[src/rtl/instr_fetch.sv]
// Instruction fetch unit: reads the word at PC over a mem_req/mem_ack handshake and strobes it into the IR.
// Optional HALT-word detection is built when FETCH_HALT_DETECT_EN is defined.
module instr_fetch #(
  parameter int unsigned ADDR_W = 8,
  parameter logic [ADDR_W-1:0] RESET_PC = '0
) (
  input  logic              clk,
  input  logic              reset,
  input  logic              fetch_req,
  input  logic              pc_load,
  input  logic [ADDR_W-1:0] pc_load_val,
  output logic              mem_req,
  output logic [ADDR_W-1:0] mem_addr,
  input  logic [15:0]       mem_rdata,
  input  logic              mem_ack,
  output logic              ir_load,
  output logic [15:0]       ir_data,
  output logic [ADDR_W-1:0] pc,
  output logic              busy,
  output logic              halted,
  output logic [1:0]        state_dbg
);

  typedef enum logic [1:0] {
    S_IDLE   = 2'd0,
    S_REQ    = 2'd1,
    S_LOAD   = 2'd2,
    S_HALTED = 2'd3
  } state_t;

  localparam logic [15:0] HALT_WORD = 16'hE000;

  state_t state;

  assign state_dbg = state;

  // Handshake: mem_req rises with mem_addr and both stay stable until the
  // single-cycle mem_ack; mem_rdata is taken only in that ack cycle, and
  // an ack seen in any other state is dropped.
`ifdef FETCH_HALT_DETECT_EN
  always_ff @(posedge clk or posedge reset) begin
    if (reset) begin
      state    <= S_IDLE;
      pc       <= RESET_PC;
      mem_req  <= 1'b0;
      mem_addr <= '0;
      ir_load  <= 1'b0;
      ir_data  <= 16'h0000;
      busy     <= 1'b0;
      halted   <= 1'b0;
    end else begin
      ir_load <= 1'b0;
      case (state)
        S_IDLE: begin
          if (fetch_req) begin
            state    <= S_REQ;
            mem_req  <= 1'b1;
            mem_addr <= pc;
            busy     <= 1'b1;
          end
        end
        S_REQ: begin
          if (mem_ack) begin
            ir_data <= mem_rdata;
            mem_req <= 1'b0;
            ir_load <= 1'b1;
            state   <= S_LOAD;
          end
        end
        S_LOAD: begin
          pc   <= pc + 1'b1;
          busy <= 1'b0;
          // The HALT word is still delivered to the IR before stopping.
          if (ir_data == HALT_WORD) begin
            state  <= S_HALTED;
            halted <= 1'b1;
          end else begin
            state <= S_IDLE;
          end
        end
        S_HALTED: begin
          if (pc_load) begin
            state  <= S_IDLE;
            halted <= 1'b0;
          end
        end
        default: begin
          state   <= S_IDLE;
          mem_req <= 1'b0;
          busy    <= 1'b0;
          halted  <= 1'b0;
        end
      endcase
      // A redirect overrides the post-fetch increment.
      if (pc_load) begin
        pc <= pc_load_val;
      end
    end
  end
`else
  assign halted = 1'b0;

  always_ff @(posedge clk or posedge reset) begin
    if (reset) begin
      state    <= S_IDLE;
      pc       <= RESET_PC;
      mem_req  <= 1'b0;
      mem_addr <= '0;
      ir_load  <= 1'b0;
      ir_data  <= 16'h0000;
      busy     <= 1'b0;
    end else begin
      ir_load <= 1'b0;
      case (state)
        S_IDLE: begin
          if (fetch_req) begin
            state    <= S_REQ;
            mem_req  <= 1'b1;
            mem_addr <= pc;
            busy     <= 1'b1;
          end
        end
        S_REQ: begin
          if (mem_ack) begin
            ir_data <= mem_rdata;
            mem_req <= 1'b0;
            ir_load <= 1'b1;
            state   <= S_LOAD;
          end
        end
        S_LOAD: begin
          pc    <= pc + 1'b1;
          busy  <= 1'b0;
          state <= S_IDLE;
        end
        default: begin
          state   <= S_IDLE;
          mem_req <= 1'b0;
          busy    <= 1'b0;
        end
      endcase
      // A redirect overrides the post-fetch increment.
      if (pc_load) begin
        pc <= pc_load_val;
      end
    end
  end
`endif

endmodule
[config.mk]
export PLATFORM = sky130hd
export DESIGN_NAME = instr_fetch
export DESIGN_NICKNAME = d
export VERILOG_FILES = /design/src/rtl/instr_fetch.sv
export SDC_FILE = /design/constraint.sdc
export NUM_CORES = 1
export LEC_CHECK = 0
export ABC_AREA = 1
export CAP_MARGIN = 20
export CORE_AREA = 2 2 66 68
export CTS_CLUSTER_SIZE = 25
export DETAILED_ROUTE_END_ITERATION = 10
export DIE_AREA = 0 0 68 70
export PLACE_DENSITY = 0.77
export SETUP_SLACK_MARGIN = 0.3
export SKIP_LAST_GASP = 1
export SLEW_MARGIN = 10
export SYNTH_ARGS = -nofsm -noshare
export SYNTH_HDL_FRONTEND = slang
export SYNTH_SLANG_ARGS = --single-unit
[constraint.sdc]
create_clock -name clk -period 1.5 [get_ports clk]
set_input_delay 0.3 -clock clk [delete_from_list [all_inputs] [get_ports clk]]
set_output_delay 0.3 -clock clk [all_outputs]
set_load 0.01 [all_outputs]
==> impl_metrics.csv, run 1 <==
group,metric,value,unit
status,status,"completed",
layout,final_common_cell,"nand2_1",
die,dieWidth,68,um
worst_setup_path,crit_fanout,4,
yosys,ys.warnings.count,0,
sta,fmax,822,MHz
worst_setup_path,crit_path_top_delay_cell,"dfrtp_2",
die,dieArea,4760,um^2
grt,grt_pass1_wl,6800,um
worst_setup_path,cp-startpoint,"pc[1]$_DFFE_PP0P_",
detailed_routing,route.detailed.drc,0,
cts,clk_pin_slew,0.07,ns
grt,antenna_found_initial,0,
sta,fin_crit,1.22,ns
power,powerDensity,1620,nW/um^2
cts,cts_tree,"built",
grt,grt_pass1_vias,1399,
cts,clockRootBuffer,"clkbuf_8",
sta,hold_viol_final,0,
grt,grt_max_degree,38,
layout,antenna_cells,0,
placement,place_area,2410,um^2
layout,syn2layout_area_growth,49.1,%
yosys,ys_seq_area_share,55.9,%
layout,fill_cells,393,
yosys,synth_top_area_share,55.9,%
worst_setup_path,cpPeakStageDelay,0.43,ns
layout,drive_gt1_share,28.4,%
die,pin_count,67,
worst_setup_path,worstRegToRegCells,5,
power,vdd_ir_drop_max,0.000757,V
die,die_h,70,um
layout,fin_area,2470,um^2
layout,final_util,59.5,%
layout,multi_input_area,654,um^2
detailed_routing,vias_per_cell,4.54,
cts,htree_levels,2,
worst_setup_path,cp-endpoint,"pc[2]$_DFFE_PP0P_",
cts,clock_latency,0.28,ns
sta,fin_crit_sh,81.1,%
run,maxCapViolCount,0,
sta,report.final.slew_viol_count,0,
die,core_area,4140,um^2
detailed_routing,totalWireLength,4320,um
worst_setup_path,r2r_start,"pc[1]$_DFFE_PP0P_",
yosys,synth_nets,225,
grt,grt_overflow_total,0,
worst_setup_path,rrSetupSlack,0.28,ns
detailed_routing,drtIter0Drc,98,
yosys,yosysUniqueCellTypes,23,
worst_setup_path,path_delay_family,"flip-flops",
detailed_routing,wl_per_cell,12.9,um
cts,clk_path_buf_depth,2,
worst_setup_path,path_buf_inv,1,
layout,final_cell_mix,"86 x nand2_1, 35 x dfrtp_1, 28 x clkdlybuf4s50_1",
detailed_routing,vias,1516,
layout,regArea,928,um^2
sta,finalClockSkew,0.00346,ns
detailed_routing,dr.pass1.iters,4,
yosys,synthCells,195,
worst_hold_path,min_path_type,"input port to async pin",
sta,final.setup.tns,0,ns
cts,clock-sinks,37,
yosys,ys_top_cells_by_area,"dfrtp_1 56%, nand2_1 20%, o21ai_0 4.2%",
grt,grtUsageTotal,19.1,%
die,placementRows,24,
worst_setup_path,path_class,"flop to flop",
worst_setup_path,cp-end-kind,"flop",
worst_setup_path,crit_chain,"buf_6, ha_4, or2_4, nand3_2, o211ai_1",
worst_setup_path,rr_endpoint,"pc[2]$_DFFE_PP0P_",
detailed_routing,ant_nets,0,
yosys,yosysTopAreaCell,"dfrtp_1",
worst_setup_path,cp.required,1.67,ns
yosys,syn_avg_cell_area,8.49,um^2
layout,fin_nets,313,
worst_setup_path,cp-start-kind,"flop",
placement,port_buffers,65,
placement,dp_hpwl,2960,um
yosys,synthesis.area,1660,um^2
placement,gp_congestion,0.870,
worst_setup_path,critPathArrivalTime,1.38,ns
die,start_util,39.9,%
sta,rsz0062_at_grt,"yes",
sta,finalSetupViolCount,0,
cts,cts_buffers,5,
yosys,ys_ff_latch,37,
cts,holdBufCountCts,0,
sta,hold_ws,0.414,ns
worst_setup_path,cp_num_cells,5,
power,leakagePower,1.30,nW
-- power by group --
part	total, mW	switching (mW)	internal, mW
Clock	0.635	0.330	0.306
Sequential	1.63	0.221	1.40
Combinational	1.74	0.935	0.804
-- flip-flops by register name (all words and copies together), names as in the netlist --
signal     cells
state_dbg      2
ir_load        1
mem_addr       8
ir_data       16
mem_req        1
pc             8
busy           1
-- per-stage QoR --
stage	worst slack (ns)	power (mW)	std cells
floorplan	0.292	2.44	195
global placement	0.0725	3.49	315
detailed placement	0.0529	3.53	315
CTS	0.258	4.05	328
global route	0.257	4.29	334
finish	0.283	4.00	334
-- cells by family (layout without fill, tap and decap cells) --
family / Yosys count / after routing / share of synthesized area, %
buffers and inverters: 26 / 112 / 7.86
adders and majority gates: 1 / 1 / 0.756
AOI/OAI and AO/OA: 22 / 22 / 7.03
DFF: 37 / 37 / 55.9
other: 1 / 1 / 0.227
and+or+nand+nor: 108 / 109 / 28.2
-- area by class of cell --
type / instances / share of cell area [%]
clock inverter: 1 / 0.203
multi-input combinational: 133 / 26.5
sequential: 37 / 37.6
tap: 52 / 2.64
timing repair buffer: 85 / 26.6
clock buffer: 5 / 2.79
inverter: 21 / 3.65
-- worst reg2reg max path: stages (launching register included) --
cell      delay [ns]
dfrtp_2         0.43
buf_6           0.13
ha_4            0.17
or2_4           0.23
nand3_2         0.07
o211ai_1        0.08
-- routing by layer --
layer,vias up,routed length (um),track usage (%)
met2,50,2270,30.2
li1,774,-,-
met3,5,190,3.38
met1,687,1810,26.2
met5,-,0,0
met4,0,57,6.67
-- synth_stat cells --
library cell,number
conb_1,1
o21ai_1,4
nand3_4,2
o211ai_1,1
nor2_1,7
buf_4,3
nand3_1,8
inv_4,1
or2_2,1
a21boi_0,1
a21oi_1,1
nand2_4,2
nor2_2,1
nand2_1,86
o21ai_0,14
dfrtp_1,37
nand3b_1,1
inv_2,2
inv_1,18
a31oi_1,1
ha_1,1
buf_6,1
buf_8,1
-- how the worst min path moves through the flow --
stage                              end  slack [ns]  cells after the start
6_report             pc[2]$_DFFE_PP0P_        0.41                      3
3_3_place_gp    ir_data[6]$_DFFE_PP0P_        0.46                      2
3_5_place_dp   ir_data[12]$_DFFE_PP0P_        0.46                      2
4_1_cts              pc[0]$_DFFE_PP0P_        0.42                      3
5_1_grt              pc[5]$_DFFE_PP0P_        0.46                      3
2_1_floorplan         busy$_DFFE_PP0P_        0.26                      1
-- repair_timing --
action | CTS | global route
pin swaps | 0 | 4
gates cloned | 0 | 1
setup endpoints to repair | 40 | 47
gates resized for setup | 121 | 32
setup buffers | 7 | 5
No activity file was read; power rests on OpenSTA's default activity.
==> inputs of run 2 (changes only) <==
--- a/config.mk
+++ b/config.mk
@@ -7,11 +7,11 @@
 export LEC_CHECK = 0
 export ABC_AREA = 1
 export CAP_MARGIN = 20
-export CORE_AREA = 2 2 66 68
+export CORE_AREA = 2 2 70 72
 export CTS_CLUSTER_SIZE = 25
 export DETAILED_ROUTE_END_ITERATION = 10
-export DIE_AREA = 0 0 68 70
-export PLACE_DENSITY = 0.77
+export DIE_AREA = 0 0 72 74
+export PLACE_DENSITY = 0.72
 export SETUP_SLACK_MARGIN = 0.3
 export SKIP_LAST_GASP = 1
 export SLEW_MARGIN = 10
==> constraint.sdc (replaced) <==
create_clock -name clk -period 1 [get_ports clk]
set_input_delay 0.2 -clock clk [delete_from_list [all_inputs] [get_ports clk]]
set_output_delay 0.2 -clock clk [all_outputs]
set_load 0.01 [all_outputs]
==> run 2 against run 1 <==
Effect of this change:
- the run now ends with negative setup slack left
- sequential power is 54% higher
- worst hold slack worse by 0.25 ns
- non-clock buffer count is 39 higher
- clock skew is 0.0017 ns higher
- first-iteration DRC count is 3.1% lower
- count of clock-buffer cells in the layout stayed put
- register-to-register slack worse by 0.47 ns
- largest cell class is now non-clock buffers
- highest routed layer unchanged
==> impl_metrics.csv, run 2 (same netlist as run 1, synthesis figures left out) <==
group,metric,value,unit
worst_hold_path,min_path_type,"input port to async pin",
detailed_routing,vias,1780,
worst_setup_path,path_class,"flop to flop",
sta,rsz0062_at_grt,"yes",
sta,hold_ws,0.169,ns
sta,hold_viol_final,0,
power,switching_share,37.2,%
worst_setup_path,path_delay_family,"flip-flops",
cts,htree_levels,2,
die,start_util,36.0,%
status,violations,"negative setup slack",
cts,cts_tree,"built",
die,placementRows,25,
power,seq_power_share,32.1,%
worst_setup_path,cpPeakStageDelay,0.41,ns
grt,grtUsageTotal,19.0,%
cts,clockRootBuffer,"clkbuf_8",
layout,fin_area,3140,um^2
layout,final_common_cell,"nand2_1",
grt,grt_overflow_total,0,
worst_setup_path,crit_path_top_delay_cell,"dfrtp_2",
worst_setup_path,path_buf_inv,1,
status,status,"complete, but fails checks",
die,core_area,4600,um^2
placement,dp_hpwl,3020,um
grt,grt_pass1_vias,1665,
sta,layout_setup_ws,-0.184,ns
detailed_routing,ant_nets,0,
placement,gp_congestion,0.928,
cts,clock-sinks,37,
cts,cts_buffers,5,
grt,grt_pass1_wl,7710,um
detailed_routing,wl_per_cell,13.4,um
worst_setup_path,cp.required,1.17,ns
sta,fin_crit_sh,118,%
layout,largest_reg_flops,16,
placement,place_area,2590,um^2
placement,port_buffers,65,
layout,reg.largest.list,"ir_data x16, mem_addr x8, pc x8",
sta,fmax,845,MHz
cts,clk_pin_slew,0.08,ns
layout,top_register,"ir_data",
layout,syn2layout_area_growth,89.4,%
worst_setup_path,cp-start-kind,"flop",
die,pin_count,67,
cts,clk_path_buf_depth,2,
layout,final_cell_mix,"49 x nand2_1, 42 x buf_4, 33 x dfrtp_1",
sta,fin_crit,1.18,ns
detailed_routing,drtIter0Drc,95,
power,vdd_ir_drop_max,0.00131,V
sta,finalClockSkew,0.00519,ns
worst_setup_path,cp-end-kind,"flop",
cts,clock_latency,0.29,ns
detailed_routing,vias_per_cell,4.68,
detailed_routing,totalWireLength,5090,um
power,pwr-share-clk,13.2,%
layout,fin_nets,355,
layout,final_util,68.2,%
power,comb_power_share,54.7,%
grt,grt_max_degree,19,
placement,dp_slack,-0.316,ns
run,maxCapViolCount,0,
power,leakagePower,1.59,nW
worst_setup_path,critPathArrivalTime,1.36,ns
detailed_routing,route.detailed.drc,0,
die,die_h,74,um
sta,finalSetupViolCount,69,
layout,antenna_cells,0,
worst_setup_path,crit_chain,"buf_6, ha_4, or2_4, nand3_2, o211ai_1",
power,intPower,4.91,mW
power,p_sw,2.91,mW
die,dieWidth,72,um
grt,antenna_found_initial,0,
detailed_routing,dr.pass1.iters,4,
layout,drive_gt1_share,52.8,%
sta,report.final.slew_viol_count,0,
power,powerDensity,2490,nW/um^2
die,dieArea,5330,um^2
worst_setup_path,crit_fanout,4,
## run 2: final cells by class
cell class / instances / area [um^2]
fillers: 377 / 1460
repair buffers: 124 / 1070
flip-flops and latches: 37 / 931
multi-input cells: 135 / 868
inverters: 21 / 97.6
clock buffers: 5 / 68.8
well taps: 54 / 67.6
clock inverters: 3 / 17.5
repair inverters: 1 / 11.3
## run 2: worst paths after layout
check,startpoint,end,slack (ns),cells after the start
setup / recovery,pc[1]$_DFFE_PP0P_,pc[2]$_DFFE_PP0P_,-0.18,5
hold / removal,reset,pc[4]$_DFFE_PP0P_,0.17,2
setup reg to reg,pc[1]$_DFFE_PP0P_,pc[2]$_DFFE_PP0P_,-0.18,5
min in group clk,pc_load_val[0],pc[0]$_DFFE_PP0P_,0.44,3
max in group asynchronous,reset,state_dbg[1]$_DFFE_PP0P_,0.48,3
hold reg to reg,mem_addr[4]$_DFFE_PP0P_,mem_addr[4]$_DFFE_PP0P_,0.48,2
## run 2: stage by stage
step	setup TNS [ns]	std cells	total power [mW]
after global placement	-10.74	332	5.58
after CTS	-4.62	363	7.00
after floorplan	-0.692	195	3.76
final	-4.90	380	7.82
after global routing	-7.60	380	8.32
after detailed placement	-11.31	332	5.64
## run 2: power by group through the flow
stage / Combinational (mW) / Sequential, mW / Clock [mW]
floorplan: 0.952 / 2.80 / 0
global placement: 3.07 / 2.51 / 0
detailed placement: 3.13 / 2.51 / 0
CTS: 3.44 / 2.50 / 1.06
global route: 4.63 / 2.57 / 1.12
finish: 4.28 / 2.51 / 1.03
## run 2: what timing repair did
item | CTS | global route
hold buffers | 0 | 0
gates cloned | 5 | 0
setup endpoints to repair | 74 | 74
resized for setup | 196 | 35
setup buffers | 18 | 17
pin swaps | 18 | 11
## run 2: layer usage
metal  part of all wire (%)  routed length (um)  global-route usage, %
met5                      0                   0                      0
met4                    2.2                 114                   8.39
met3                    5.4                 277                   3.52
met2                     53                2690                   32.4
met1                     39                2010                   23.9
## run 2: worst register-to-register path: stages, from the launching register on
cell	delay, ns
dfrtp_2	0.41
buf_6	0.13
ha_4	0.17
or2_4	0.22
nand3_2	0.06
o211ai_1	0.07
==> inputs of run 3 (changes only) <==
--- a/config.mk
+++ b/config.mk
@@ -7,11 +7,11 @@
 export LEC_CHECK = 0
 export ABC_AREA = 1
 export CAP_MARGIN = 20
-export CORE_AREA = 2 2 70 72
+export CORE_AREA = 2 2 63 65
 export CTS_CLUSTER_SIZE = 25
 export DETAILED_ROUTE_END_ITERATION = 10
-export DIE_AREA = 0 0 72 74
-export PLACE_DENSITY = 0.72
+export DIE_AREA = 0 0 65 67
+export PLACE_DENSITY = 0.83
 export SETUP_SLACK_MARGIN = 0.3
 export SKIP_LAST_GASP = 1
 export SLEW_MARGIN = 10
==> constraint.sdc (replaced) <==
create_clock -name clk -period 1.45 [get_ports clk]
set_input_delay 0.29 -clock clk [delete_from_list [all_inputs] [get_ports clk]]
set_output_delay 0.29 -clock clk [all_outputs]
set_load 0.01 [all_outputs]
==> run 3 against run 2 <==
Effect of this change:
- critical path depth is the same
- setup slack better by 0.44 ns
- total power shrank 40%
- the flow now finishes without violations
- sequential power is 29% lower
- cell area fell by 13%
- critical endpoint unchanged
- first-iteration DRC count grew 7.4%
- global-route usage up 2.0 points
- clock power decreased by 33%
- worst hold slack better by 0.21 ns
- sequential share of layout area grew 4.4 points
==> impl_metrics.csv, run 3 (same netlist as run 1, synthesis figures left out) <==
group,metric,value,unit
cts,clockRootBuffer,"clkbuf_8",
cts,htree_levels,2,
layout,syn2layout_area_growth,64.4,%
worst_setup_path,cp.required,1.62,ns
layout,final_common_cell,"nand2_1",
sta,layout_setup_ws,0.260,ns
layout,reg.largest.list,"ir_data x16, mem_addr x8, pc x8",
placement,gp_congestion,0.831,
power,comb_power_share,47.5,%
grt,grt_overflow_total,0,
detailed_routing,ant_nets,0,
cts,clk_path_buf_depth,2,
detailed_routing,wl_per_cell,12.8,um
placement,dp_slack,0.0141,ns
grt,grt_pass1_vias,1536,
sta,fin_crit,1.19,ns
die,die_h,67,um
worst_hold_path,min_path_type,"input port to async pin",
worst_setup_path,path_delay_family,"flip-flops",
sta,finalSetupViolCount,0,
sta,fmax,840,MHz
layout,largest_reg_flops,16,
die,placementRows,22,
layout,fill_cells,248,
grt,grtUsageTotal,21.0,%
worst_setup_path,crit_path_top_delay_cell,"dfrtp_2",
worst_setup_path,r2r_start,"pc[1]$_DFFE_PP0P_",
cts,holdBufCountCts,0,
die,dieWidth,65,um
worst_setup_path,cp-end-kind,"flop",
sta,report.final.slew_viol_count,0,
die,dieArea,4360,um^2
die,start_util,45.9,%
cts,clock_latency,0.29,ns
die,pin_count,67,
placement,placed_cells,310,
power,switching_share,38.1,%
sta,hold_viol_final,0,
power,p_sw,1.79,mW
detailed_routing,vias_per_cell,4.73,
grt,antenna_found_initial,0,
layout,top_register,"ir_data",
worst_setup_path,path_class,"flop to flop",
run,maxCapViolCount,0,
worst_setup_path,crit_fanout,4,
detailed_routing,route.detailed.drc,0,
layout,drive_gt1_share,40.3,%
power,intPower,2.91,mW
power,powerDensity,1730,nW/um^2
worst_setup_path,cpPeakStageDelay,0.42,ns
worst_setup_path,worstRegToRegCells,5,
die,core_area,3610,um^2
sta,fin_crit_sh,82.1,%
cts,clock-sinks,37,
worst_setup_path,rrSetupSlack,0.26,ns
placement,port_buffers,65,
cts,cts_tree,"built",
power,vdd_ir_drop_max,0.00110,V
grt,grt_max_degree,38,
cts,clk_pin_slew,0.07,ns
grt,grt_pass1_wl,6820,um
power,pwr-share-clk,14.7,%
worst_setup_path,crit_chain,"buf_6, ha_4, or2_4, nand3_2, o211ai_1",
layout,antenna_cells,0,
worst_setup_path,rr_endpoint,"pc[2]$_DFFE_PP0P_",
detailed_routing,vias,1612,
cts,cts_buffers,5,
sta,rsz0062_at_grt,"yes",
placement,dp_hpwl,2850,um
power,leakagePower,1.41,nW
detailed_routing,totalWireLength,4350,um
sta,final.setup.tns,0,ns
layout,final_cell_mix,"60 x nand2_1, 36 x buf_2, 35 x dfrtp_1",
status,status,"completed",
sta,finalClockSkew,0.00369,ns
worst_setup_path,cp-start-kind,"flop",
detailed_routing,dr.pass1.iters,4,
detailed_routing,drtIter0Drc,102,
layout,instances_no_fill,341,
worst_setup_path,path_buf_inv,1,
power,seq_power_share,37.8,%
layout,fin_nets,322,
worst_setup_path,critPathArrivalTime,1.36,ns
[run 3: final cells by class]
class / count / area (um^2) / share of cell area [%]
Clock buffer: 5 / 68.8 / 2.53
Multi-Input combinational cell: 132 / 771 / 28.3
Sequential cell: 37 / 928 / 34.1
Clock inverter: 3 / 17.5 / 0.644
Timing Repair Buffer: 95 / 773 / 28.4
Tap cell: 48 / 60.1 / 2.21
Inverter: 21 / 103 / 3.77
[run 3: routing by layer]
layer	vias up	track usage, %	wire length, um
met5	-	0	0
li1	806	-	-
met1	757	26.0	1790
met4	0	8.51	69
met2	43	36.0	2310
met3	6	4.05	177
[run 3: power by group through the flow]
stage	combinational, mW	clock (mW)	sequential (mW)
finish	2.23	0.693	1.77
detailed placement	1.92	0	1.74
CTS	1.90	0.706	1.67
global route	2.43	0.755	1.82
floorplan	0.602	0	1.92
global placement	1.88	0	1.72
[run 3: what timing repair did]
| item | in CTS | in global routing |
|---|---|---|
| pin swaps | 1 | 17 |
| buffers inserted | 21 | 1 |
| hold endpoints to repair | 0 | 0 |
| resized for setup | 155 | 55 |
| endpoints found under the setup margin | 59 | 34 |
| gates cloned | 0 | 1 |
[run 3: tightest hold or removal path: cells and delay by family]
kind	cells	cell delay, ns
buffers and inverters	3	0.75
[run 3: through the flow]
stage / area, um^2 / utilization [%] / hold slack (ns) / total power [mW]
final: 2720 / 75.5 / 0.381 / 4.70
after global routing: 2720 / 75.5 / 0.425 / 5.01
after CTS: 2510 / 69.6 / 0.389 / 4.28
after detailed placement: 2400 / 66.7 / 0.465 / 3.66
after global placement: 2400 / 66.7 / 0.463 / 3.60
after floorplan: 1660 / - / 0.250 / 2.52
[run 3: worst max-delay path by stage]
stage                                   startpoint                      end  depth (start not counted)
final                            pc[1]$_DFFE_PP0P_        pc[2]$_DFFE_PP0P_                          5
after global routing      state_dbg[1]$_DFFE_PP0P_   ir_data[9]$_DFFE_PP0P_                          6
after CTS                        pc[1]$_DFFE_PP0P_        pc[2]$_DFFE_PP0P_                          5
after detailed placement                   mem_ack  ir_data[13]$_DFFE_PP0P_                          5
after global placement                     pc_load        pc[3]$_DFFE_PP0P_                          5
after floorplan                  pc[0]$_DFFE_PP0P_        pc[2]$_DFFE_PP0P_                          4
